File: src/rtl/note_acceptor.sv
// ---------------------------------------------------------------------------
// note_acceptor
//   Cash-acceptor front end. Debounces the slot optical sensor, measures the
//   note length in high samples, classifies the denomination code and offers
//   one validated amount per note to the bill-payment controller through a
//   valid/ack handshake. Invalid, mis-sized or abandoned notes are ejected.
//   Accepted-note count, ejected-note count and the running total are kept
//   for the receipt stage.
//
// Parameters
//   DEB      consecutive high samples before a note is treated as real
//   LEN_MIN  minimum accepted note length (high samples)
//   LEN_MAX  maximum accepted note length (high samples)
//   REJ_CYC  cycles reject is held high per ejection
//
// Ports
//   clk         single clock, rising edge
//   rst         asynchronous, active-low reset
//   enable      cash mode active; starts acceptance and keeps an escrowed note
//   note_sense  slot sensor, high while a note blocks it
//   note_code   denomination code (0 invalid, 1..7 -> 5..1000)
//   ack         consumer has taken IA
//   clr         synchronous clear of the counters (new session)
//   IA          accepted note value, 0 when not valid
//   ia_valid    IA valid, held until ack
//   reject      eject motor drive
//   busy        state is not IDLE
//   note_cnt    accepted notes, wraps at 256
//   rej_cnt     ejected notes, wraps at 256
//   total       sum of accepted values, saturates at 16383
// ---------------------------------------------------------------------------
module note_acceptor #(
  parameter int unsigned DEB     = 4,
  parameter int unsigned LEN_MIN = 40,
  parameter int unsigned LEN_MAX = 200,
  parameter int unsigned REJ_CYC = 8
) (
  input  logic        clk,
  input  logic        rst,
  input  logic        enable,
  input  logic        note_sense,
  input  logic [2:0]  note_code,
  input  logic        ack,
  input  logic        clr,
  output logic [9:0]  IA,
  output logic        ia_valid,
  output logic        reject,
  output logic        busy,
  output logic [7:0]  note_cnt,
  output logic [7:0]  rej_cnt,
  output logic [13:0] total
);

  typedef enum logic [2:0] {
    S_IDLE,
    S_DEBOUNCE,
    S_MEASURE,
    S_CLASSIFY,
    S_PRESENT,
    S_REJECT
  } state_t;

  localparam int unsigned RW = $clog2(REJ_CYC + 1);
  localparam logic [RW-1:0] REJ_LAST = RW'(REJ_CYC - 1);

  state_t          state;
  logic [7:0]      len;
  logic [2:0]      code_q;
  logic [RW-1:0]   rcnt;
  // Sensor sampled low on the previous edge. Cleared by reset so a note
  // already in the slot at reset release cannot look like a fresh rise.
  logic            prev_low;

  logic [7:0]      len_inc;
  logic            note_ok;
  logic            accept;
  logic            rej_done;
  logic [14:0]     total_sum;
  logic [13:0]     total_acc;

  function automatic logic [9:0] decode(input logic [2:0] c);
    case (c)
      3'd1:    decode = 10'd5;
      3'd2:    decode = 10'd10;
      3'd3:    decode = 10'd20;
      3'd4:    decode = 10'd50;
      3'd5:    decode = 10'd100;
      3'd6:    decode = 10'd500;
      3'd7:    decode = 10'd1000;
      default: decode = 10'd0;
    endcase
  endfunction

  always_comb begin
    len_inc   = (len == 8'hFF) ? len : len + 8'd1;
    // A saturated length means the real note was longer than 255 samples.
    note_ok   = (code_q != 3'd0) &&
                (32'(len) >= LEN_MIN) &&
                (32'(len) <= LEN_MAX) &&
                (len != 8'hFF);
    accept    = (state == S_PRESENT) && ia_valid && ack;
    rej_done  = (state == S_REJECT) && (rcnt == REJ_LAST);
    total_sum = {1'b0, total} + {5'd0, IA};
    total_acc = total_sum[14] ? 14'h3FFF : total_sum[13:0];
  end

  assign busy = (state != S_IDLE);

  always_ff @(posedge clk or negedge rst) begin
    if (!rst) begin
      state    <= S_IDLE;
      len      <= '0;
      code_q   <= '0;
      rcnt     <= '0;
      prev_low <= 1'b0;
      IA       <= '0;
      ia_valid <= 1'b0;
      reject   <= 1'b0;
      note_cnt <= '0;
      rej_cnt  <= '0;
      total    <= '0;
    end else begin
      prev_low <= ~note_sense;

      case (state)
        S_IDLE: begin
          if (enable && note_sense && prev_low) begin
            len <= 8'd1;
            if (DEB <= 1) begin
              code_q <= note_code;
              state  <= S_MEASURE;
            end else begin
              state  <= S_DEBOUNCE;
            end
          end
        end

        S_DEBOUNCE: begin
          if (note_sense) begin
            len <= len_inc;
            if (32'(len_inc) >= DEB) begin
              code_q <= note_code;
              state  <= S_MEASURE;
            end
          end else begin
            // Glitch shorter than the debounce window: drop it silently.
            len   <= '0;
            state <= S_IDLE;
          end
        end

        S_MEASURE: begin
          if (note_sense) begin
            len <= len_inc;
          end else begin
            state <= S_CLASSIFY;
          end
        end

        S_CLASSIFY: begin
          len <= '0;
          if (note_ok) begin
            IA       <= decode(code_q);
            ia_valid <= 1'b1;
            state    <= S_PRESENT;
          end else begin
            reject <= 1'b1;
            rcnt   <= '0;
            state  <= S_REJECT;
          end
        end

        S_PRESENT: begin
          // ack takes priority over enable dropping in the same cycle.
          if (ack) begin
            IA       <= '0;
            ia_valid <= 1'b0;
            state    <= S_IDLE;
          end else if (!enable) begin
            IA       <= '0;
            ia_valid <= 1'b0;
            reject   <= 1'b1;
            rcnt     <= '0;
            state    <= S_REJECT;
          end
        end

        S_REJECT: begin
          if (rcnt == REJ_LAST) begin
            reject <= 1'b0;
            state  <= S_IDLE;
          end else begin
            rcnt <= rcnt + 1'b1;
          end
        end

        default: begin
          state <= S_IDLE;
        end
      endcase

      // clr wipes the session; an event on the same edge is kept as the
      // first event of the new session.
      if (clr) begin
        note_cnt <= accept   ? 8'd1          : 8'd0;
        total    <= accept   ? {4'd0, IA}    : 14'd0;
        rej_cnt  <= rej_done ? 8'd1          : 8'd0;
      end else begin
        if (accept) begin
          note_cnt <= note_cnt + 8'd1;
          total    <= total_acc;
        end
        if (rej_done) begin
          rej_cnt <= rej_cnt + 8'd1;
        end
      end
    end
  end

endmodule

File: config.mk
export PLATFORM = sky130hd
export DESIGN_NAME = note_acceptor
export DESIGN_NICKNAME = d
export VERILOG_FILES = /design/src/rtl/note_acceptor.sv
export SDC_FILE = /design/constraint.sdc
export NUM_CORES = 1
export LEC_CHECK = 0
export CAP_MARGIN = 20
export CORE_ASPECT_RATIO = 1.75
export CORE_MARGIN = 4
export CORE_UTILIZATION = 45
export DETAILED_ROUTE_END_ITERATION = 8
export PLACE_DENSITY = 0.68
export SLEW_MARGIN = 25
export SYNTH_ARGS = -nofsm -noshare
export SYNTH_HDL_FRONTEND = slang
export SYNTH_SLANG_ARGS = --single-unit
export TNS_END_PERCENT = 50
File: constraint.sdc
create_clock -name clk -period 2.7 [get_ports clk]
set_input_delay 0.54 -clock clk [delete_from_list [all_inputs] [get_ports clk]]
set_output_delay 0.54 -clock clk [all_outputs]
set_load 0.01 [all_outputs]
==> flow_summary_export.csv, run 1 <==
group,metric,value,unit
outcome,status,"completed",
grt,grt_max_degree,37,
sta,max_slew.worst_pin.slew,605,ps
place,port_buffers,51,
logic_synthesis,synth_edf_count,0,
worst_setup_path,crit_required,2940,ps
detailed_routing,via_count,3147,
logic_synthesis,ys_ff_latch,60,
detailed_routing,drt_first_pass_iters,4,
finish,seqCellArea,1500,um^2
pwr,peakVddDrop,0.503,mV
floorplan,initial_core_util,0.461,
logic_synthesis,avgSynthCellArea,9.10,um^2
sta,post-route-period-util,0.917,
grt,antenna_found_initial,0,
clocking,clk_path_buf_depth,2,
worst_setup_path,setup.worst_path.class,"flip-flop to flip-flop",
place,dp_hpwl,6980,um
detailed_routing,ant_nets,0,
logic_synthesis,syn-num-nets,426,
finish,drive_above_1_share,0.0839,
detailed_routing,drt_iter0_markers,193,
clocking,clock_latency,340,ps
worst_setup_path,r2r_cells,7,
sta,finalClockSkew,9.80,ps
grt,overflow,0,
worst_setup_path,rr_endpoint,"total[9]$_DFFE_PN0P_",
clocking,cts_root_buffer,"clkbuf_16",
clocking,cts_tree,"yes",
finish,multi_input_area,1980,um^2
logic_synthesis,synth_top_family_by_area,"compound AO/OA/AOI/OAI gates",
worst_setup_path,crit_chain,"ha_1 -> fa_1 -> a21oi_2 -> o221a_4 -> a2111oi_4 -> nor3_2 -> a221oi_2",
logic_synthesis,synth_compound_area_frac,0.221,
floorplan,ios,52,
sta,slew_headroom,0.597,
detailed_routing,wl,9460,um
logic_synthesis,yosysUniqueCellTypes,60,
clocking,cts.sinks,60,
grt,grt_pass1_vias,3154,
job,max_cap_violations,0,
worst_setup_path,reg2reg_setup_slack,220,ps
worst_hold_path,hp-class,"primary input to asynchronous set/reset pin",
logic_synthesis,synth-async-reset-ratio,1.00,
logic_synthesis,syn_inst,401,
detailed_routing,vias_per_cell,5.80,
sta,tns,0,ps
floorplan,coreArea,7910,um^2
finish,antenna_cells,0,
logic_synthesis,yosys.area.top_type,"dfrtp_1",
grt,grt_pass1_wl,15300,um
floorplan,row_count,43,
grt,grt.total_usage,0.199,
worst_setup_path,slowest_delay,630,ps
logic_synthesis,yosys_most_used_dff,"dfrtp_1",
logic_synthesis,synthSimpleGateAreaFrac,0.186,
detailed_routing,drc,0,
finish,syn_to_final_growth,23.9,%
clocking,cts_setup_buffers,0,
floorplan,chipWidth,76.1,um
pwr,p_leak,1.91,nW
place,dp.cells,528,
sta,setup_viol,0,
worst_setup_path,crit_family,"compound AO/OA/AOI/OAI gates",
logic_synthesis,yosys_warnings,0,
finish,finalNonFillerCells,543,
worst_setup_path,path_max_fanout,8,
floorplan,fp.dieH,127,um
clocking,h-tree-depth,3,
worst_setup_path,arrival,2710,ps
finish,nets,474,
clocking,post_cts_resized,0,
sta,max_freq,404,MHz
logic_synthesis,yosys.area.top_type_share,0.412,
pwr,p_per_area,800,nW/um^2
sta,min_period,2480,ps
logic_synthesis,synth_area_leaders,"dfrtp_1 (41%), ha_1 (5.1%), o21ai_0 (4.8%)",
detailed_routing,wl_per_cell,17.4,um
logic_synthesis,yosys.area_share.xor_xnor,0.0504,
logic_synthesis,muxShareOfSynthArea,0.0291,
place,gp_congestion,0.942,
floorplan,dieArea,9670,um^2
worst_setup_path,critPathCaptureType,"flip-flop",
sta,rsz0062_at_grt,"no",
worst_setup_path,r2r_start,"IA[0]$_DFFE_PN0P_",
worst_setup_path,setup.worst_path.start_class,"flip-flop",
clocking,cts_hold_buffers,0,
worst_setup_path,crit_buf_inv,0,
logic_synthesis,synth.yosys.seq_area_share,0.412,
worst_setup_path,worst_path_max_delay_cell,"a2111oi_4",
clocking,cts_buffers,9,
logic_synthesis,synth_adder_area_share,0.0569,
logic_synthesis,synth_area,3650,um^2
sta,finalHoldViolations,0,
finish,n_fill_cell,723,
sta,slew_viol_final,0,
clocking,clk_pin_slew,50,ps
==> metrics by stage <==
| step | cell area [um^2] | setup WS (ps) | utilization | total power [mW] | hold slack (ps) |
|---|---|---|---|---|---|
| after global placement | 4240 | 369 | 0.536 | 2.48 | 494 |
| final | 4520 | 225 | 0.572 | 3.62 | 206 |
| after floorplan | 3650 | 501 | - | 2.04 | 244 |
| after CTS | 4520 | 244 | 0.572 | 3.65 | 228 |
| after global routing | 4520 | 138 | 0.572 | 3.84 | 257 |
| after detailed placement | 4240 | 259 | 0.536 | 2.52 | 506 |
==> final cells by class <==
class,instances,share of cell area
Sequential cell,60,0.332
Tap cell,90,0.0249
Clock buffer,10,0.0506
Clock inverter,5,0.0119
Timing Repair Buffer,58,0.126
Multi-Input combinational cell,301,0.439
Inverter,19,0.0158
==> layer usage <==
layer / vias up / track usage / share of wire
met5: - / 0 / 0
met4: 0 / 0.106 / 0.023
met3: 18 / 0.0317 / 0.030
met2: 54 / 0.362 / 0.55
met1: 1519 / 0.218 / 0.39
li1: 1556 / - / -
==> worst reg2reg max path, stage by stage (launching register included) <==
cell and delay [ps]:
dfrtp_1 400, ha_1 230, fa_1 280, a21oi_2 90, o221a_4 320, a2111oi_4 630
nor3_2 170, a221oi_2 260
==> power breakdown <==
group	switching, mW	total [mW]	internal [mW]
Combinational	0.658	1.22	0.561
Sequential	0.238	1.29	1.05
Clock	0.403	1.11	0.704
Total	1.30	3.62	2.32
==> worst max-delay path by stage <==
stage,startpoint,slack (ps),depth (start not counted),endpoint
floorplan,IA[0]$_DFFE_PN0P_,500,7,total[9]$_DFFE_PN0P_
global placement,IA[0]$_DFFE_PN0P_,370,7,total[11]$_DFFE_PN0P_
detailed placement,IA[0]$_DFFE_PN0P_,260,7,total[11]$_DFFE_PN0P_
CTS,IA[0]$_DFFE_PN0P_,240,7,total[11]$_DFFE_PN0P_
global route,IA[0]$_DFFE_PN0P_,140,7,total[9]$_DFFE_PN0P_
finish,IA[0]$_DFFE_PN0P_,220,7,total[9]$_DFFE_PN0P_
==> registers in the layout, summed over array words and instances, names as in the netlist <==
signal,cells
IA,9
code_q,3
ia_valid,1
len,8
note_cnt,8
prev_low,1
rcnt,4
rej_cnt,8
reject,1
state,3
total,14
==> cell usage after synthesis, types with 3 or more instances <==
master / count
and4_1: 3
clkbuf_1: 12
o21ai_0: 35
ha_1: 15
dfrtp_1: 60
o31ai_1: 4
nand2b_1: 3
nor3_1: 14
o211ai_1: 6
and3_1: 7
and3b_1: 3
mux2_2: 5
buf_2: 7
mux2i_1: 5
a22oi_1: 3
nand3_1: 22
nand2_1: 29
a21oi_1: 29
a21o_1: 6
a31oi_1: 10
inv_1: 19
nor2_1: 30
nand4_1: 7
xnor2_1: 9
a211oi_1: 5
xor2_1: 12
==> layout by cell type (no fill, tap or decap), types with 2 or more instances in the layout <==
master,count
nand3b_1,2
o21bai_1,2
clkbuf_16,9
a211oi_1,5
and4_1,3
and3_1,7
o31a_1,2
o41ai_1,2
xnor2_1,9
o21a_1,2
a22oi_1,3
nor3_1,14
a41oi_1,2
nand3_1,22
nand2_1,29
nand4_1,7
xor2_1,12
inv_1,19
o21ai_0,35
nor2_1,30
nand2b_1,3
a21o_1,6
a21oi_1,29
o211ai_1,6
ha_1,15
and3b_1,3
nor2b_1,2
clkdlybuf4s50_1,50
mux2_2,5
mux2i_1,5
buf_4,6
clkinv_2,3
dfrtp_1,60
a31oi_1,10
o31ai_1,4
==> cell families (layout without fill, tap and decap cells) <==
kind of cell | Yosys count | count (layout)
XOR/XNOR | 21 | 21
AO/OA/AOI/OAI | 121 | 121
buffers and inverters | 40 | 92
multiplexers | 10 | 10
adder cells (fa/ha/maj) | 16 | 16
AND/OR/NAND/NOR | 133 | 133
flip-flops | 60 | 60
No activity file was read; power rests on OpenSTA's default activity.
==> run 2: changes to the inputs <==
PLACE_DENSITY = 0.74   (was 0.68)
==> run 2 against run 1 <==
Compared with the run above:
- critical endpoint unchanged
- worst hold slack improved by 150 ps
- largest power group unchanged
- cell count increased by 0.37%
- wire length decreased by 1.2%
- critical path depth unchanged
- setup slack improved by 57 ps
==> flow_summary_export.csv, run 2 (synthesized netlist as in run 1, its figures left out) <==
group,metric,value,unit
detailed_routing,drt_iter0_markers,184,
detailed_routing,drt_first_pass_iters,5,
clocking,post_cts_resized,0,
worst_setup_path,worst_path_max_delay_cell,"a2111oi_4",
worst_setup_path,crit_chain,"ha_1 -> fa_1 -> a21oi_2 -> o221a_4 -> a2111oi_4 -> nor3_2 -> a221oi_2",
place,port_buffers,51,
clocking,cts_root_buffer,"clkbuf_16",
job,max_cap_violations,0,
sta,setup_viol,0,
finish,largest_reg_flops,14,
worst_setup_path,setup.worst_path.class,"flip-flop to flip-flop",
sta,finalClockSkew,6.13,ps
floorplan,coreArea,7910,um^2
sta,max_slew.worst_pin.slew,769,ps
detailed_routing,ant_nets,0,
sta,rsz0062_at_grt,"no",
pwr,p_total,3.64,mW
clocking,cts_setup_buffers,0,
floorplan,chipWidth,76.1,um
worst_setup_path,crit_buf_inv,0,
grt,busiest_layer,"met2",
pwr,p_leak,1.90,nW
worst_setup_path,crit_family,"compound AO/OA/AOI/OAI gates",
clocking,clock_latency,330,ps
clocking,cts_tree,"yes",
worst_setup_path,path_max_fanout,8,
grt,antenna_found_initial,0,
grt,grt.total_usage,0.197,
outcome,status,"completed",
floorplan,fp.dieH,127,um
finish,syn_to_final_growth,24.1,%
place,dp_hpwl,6860,um
floorplan,dieArea,9670,um^2
grt,grt_pass1_vias,3262,
sta,timing.final.ws_setup,282,ps
sta,slew_viol_final,0,
finish,final_cell_mix,"dfrtp_1 (60), clkdlybuf4s50_1 (50), o21ai_0 (35), nor2_1 (30)",
finish,nets,475,
grt,grt_max_degree,61,
worst_setup_path,reg2reg_setup_slack,280,ps
worst_setup_path,rr_endpoint,"total[9]$_DFFE_PN0P_",
grt,overflow,0,
grt,grtUsageMet2,0.365,
worst_setup_path,slowest_delay,630,ps
clocking,h-tree-depth,3,
pwr,peakVddDrop,0.568,mV
finish,final_common_cell,"dfrtp_1",
detailed_routing,vias_per_cell,5.97,
sta,finalHoldViolations,0,
clocking,clk_pin_slew,50,ps
worst_setup_path,arrival,2660,ps
worst_setup_path,r2r_cells,7,
detailed_routing,via_count,3252,
finish,top_register,"total",
grt,grt_pass1_wl,15400,um
clocking,cts_buffers,9,
place,gp_congestion,0.973,
floorplan,row_count,43,
sta,min_period,2420,ps
clocking,cts.sinks,60,
worst_hold_path,hp-class,"primary input to asynchronous set/reset pin",
worst_setup_path,critPathCaptureType,"flip-flop",
floorplan,initial_core_util,0.461,
detailed_routing,wl,9340,um
grt,use_met3,0.0465,
worst_setup_path,r2r_start,"IA[0]$_DFFE_PN0P_",
place,pre_cts_ws,298,ps
finish,n_fill_cell,688,
clocking,clk_path_buf_depth,2,
worst_setup_path,crit_required,2940,ps
worst_setup_path,setup.worst_path.start_class,"flip-flop",
sta,max_freq,414,MHz
sta,post-route-period-util,0.896,
grt,gr-usage-met1,0.202,
finish,drive_above_1_share,0.0879,
finish,antenna_cells,0,
sta,slew_headroom,0.487,
sta,tns,0,ps
clocking,cts_hold_buffers,0,
pwr,p_per_area,805,nW/um^2
floorplan,ios,52,
detailed_routing,drc,0,
detailed_routing,wl_per_cell,17.1,um
finish,reg_top3,"total (14), IA (9)",
==> run 2: changes by cell type in the layout (fill, tap and decap cells not counted), sizes merged <==
cell | before | now
clkinv | 4 | 1
clkinvlp | 0 | 4
buf | 8 | 9
==> run 2: area by class of cell <==
cell class | instances | area, um^2 | share of cell area
multi-input cells | 301 | 1980 | 0.438
inverters | 19 | 71.3 | 0.0158
clock inverters | 6 | 65.1 | 0.0144
well taps | 90 | 113 | 0.0249
flip-flops and latches | 60 | 1500 | 0.332
clock buffers | 10 | 229 | 0.0506
repair buffers | 59 | 566 | 0.125
==> run 2: power by group <==
group | switching [mW] | total, mW | leakage, nW | internal (mW)
sequential | 0.250 | 1.30 | 0.813 | 1.05
combinational | 0.655 | 1.22 | 0.956 | 0.561
clock | 0.414 | 1.12 | 0.131 | 0.711
==> run 2: worst max-delay path by stage <==
stage	start	end	slack (ps)	cells past startpoint
after floorplan	IA[0]$_DFFE_PN0P_	total[9]$_DFFE_PN0P_	500	7
after detailed placement	IA[0]$_DFFE_PN0P_	total[9]$_DFFE_PN0P_	300	7
final	IA[0]$_DFFE_PN0P_	total[9]$_DFFE_PN0P_	280	7
after global placement	IA[0]$_DFFE_PN0P_	total[9]$_DFFE_PN0P_	380	7
after CTS	IA[0]$_DFFE_PN0P_	total[9]$_DFFE_PN0P_	260	7
after global routing	IA[0]$_DFFE_PN0P_	total[9]$_DFFE_PN0P_	100	7
==> run 2: metal layers <==
metal	share of wire	vias to the layer above
met5	0	-
met3	0.038	25
met4	0.039	0
li1	-	1576
met1	0.37	1573
met2	0.55	78
==> run 2: metrics by stage <==
step                area, um^2  utilization  hold slack (ps)  std cells
floorplan                 3650            -              244        401
global placement          4230        0.535              496        529
detailed placement        4230        0.535              508        529
CTS                       4530        0.573              406        545
global route              4530        0.573              442        545
finish                    4530        0.573              358        545
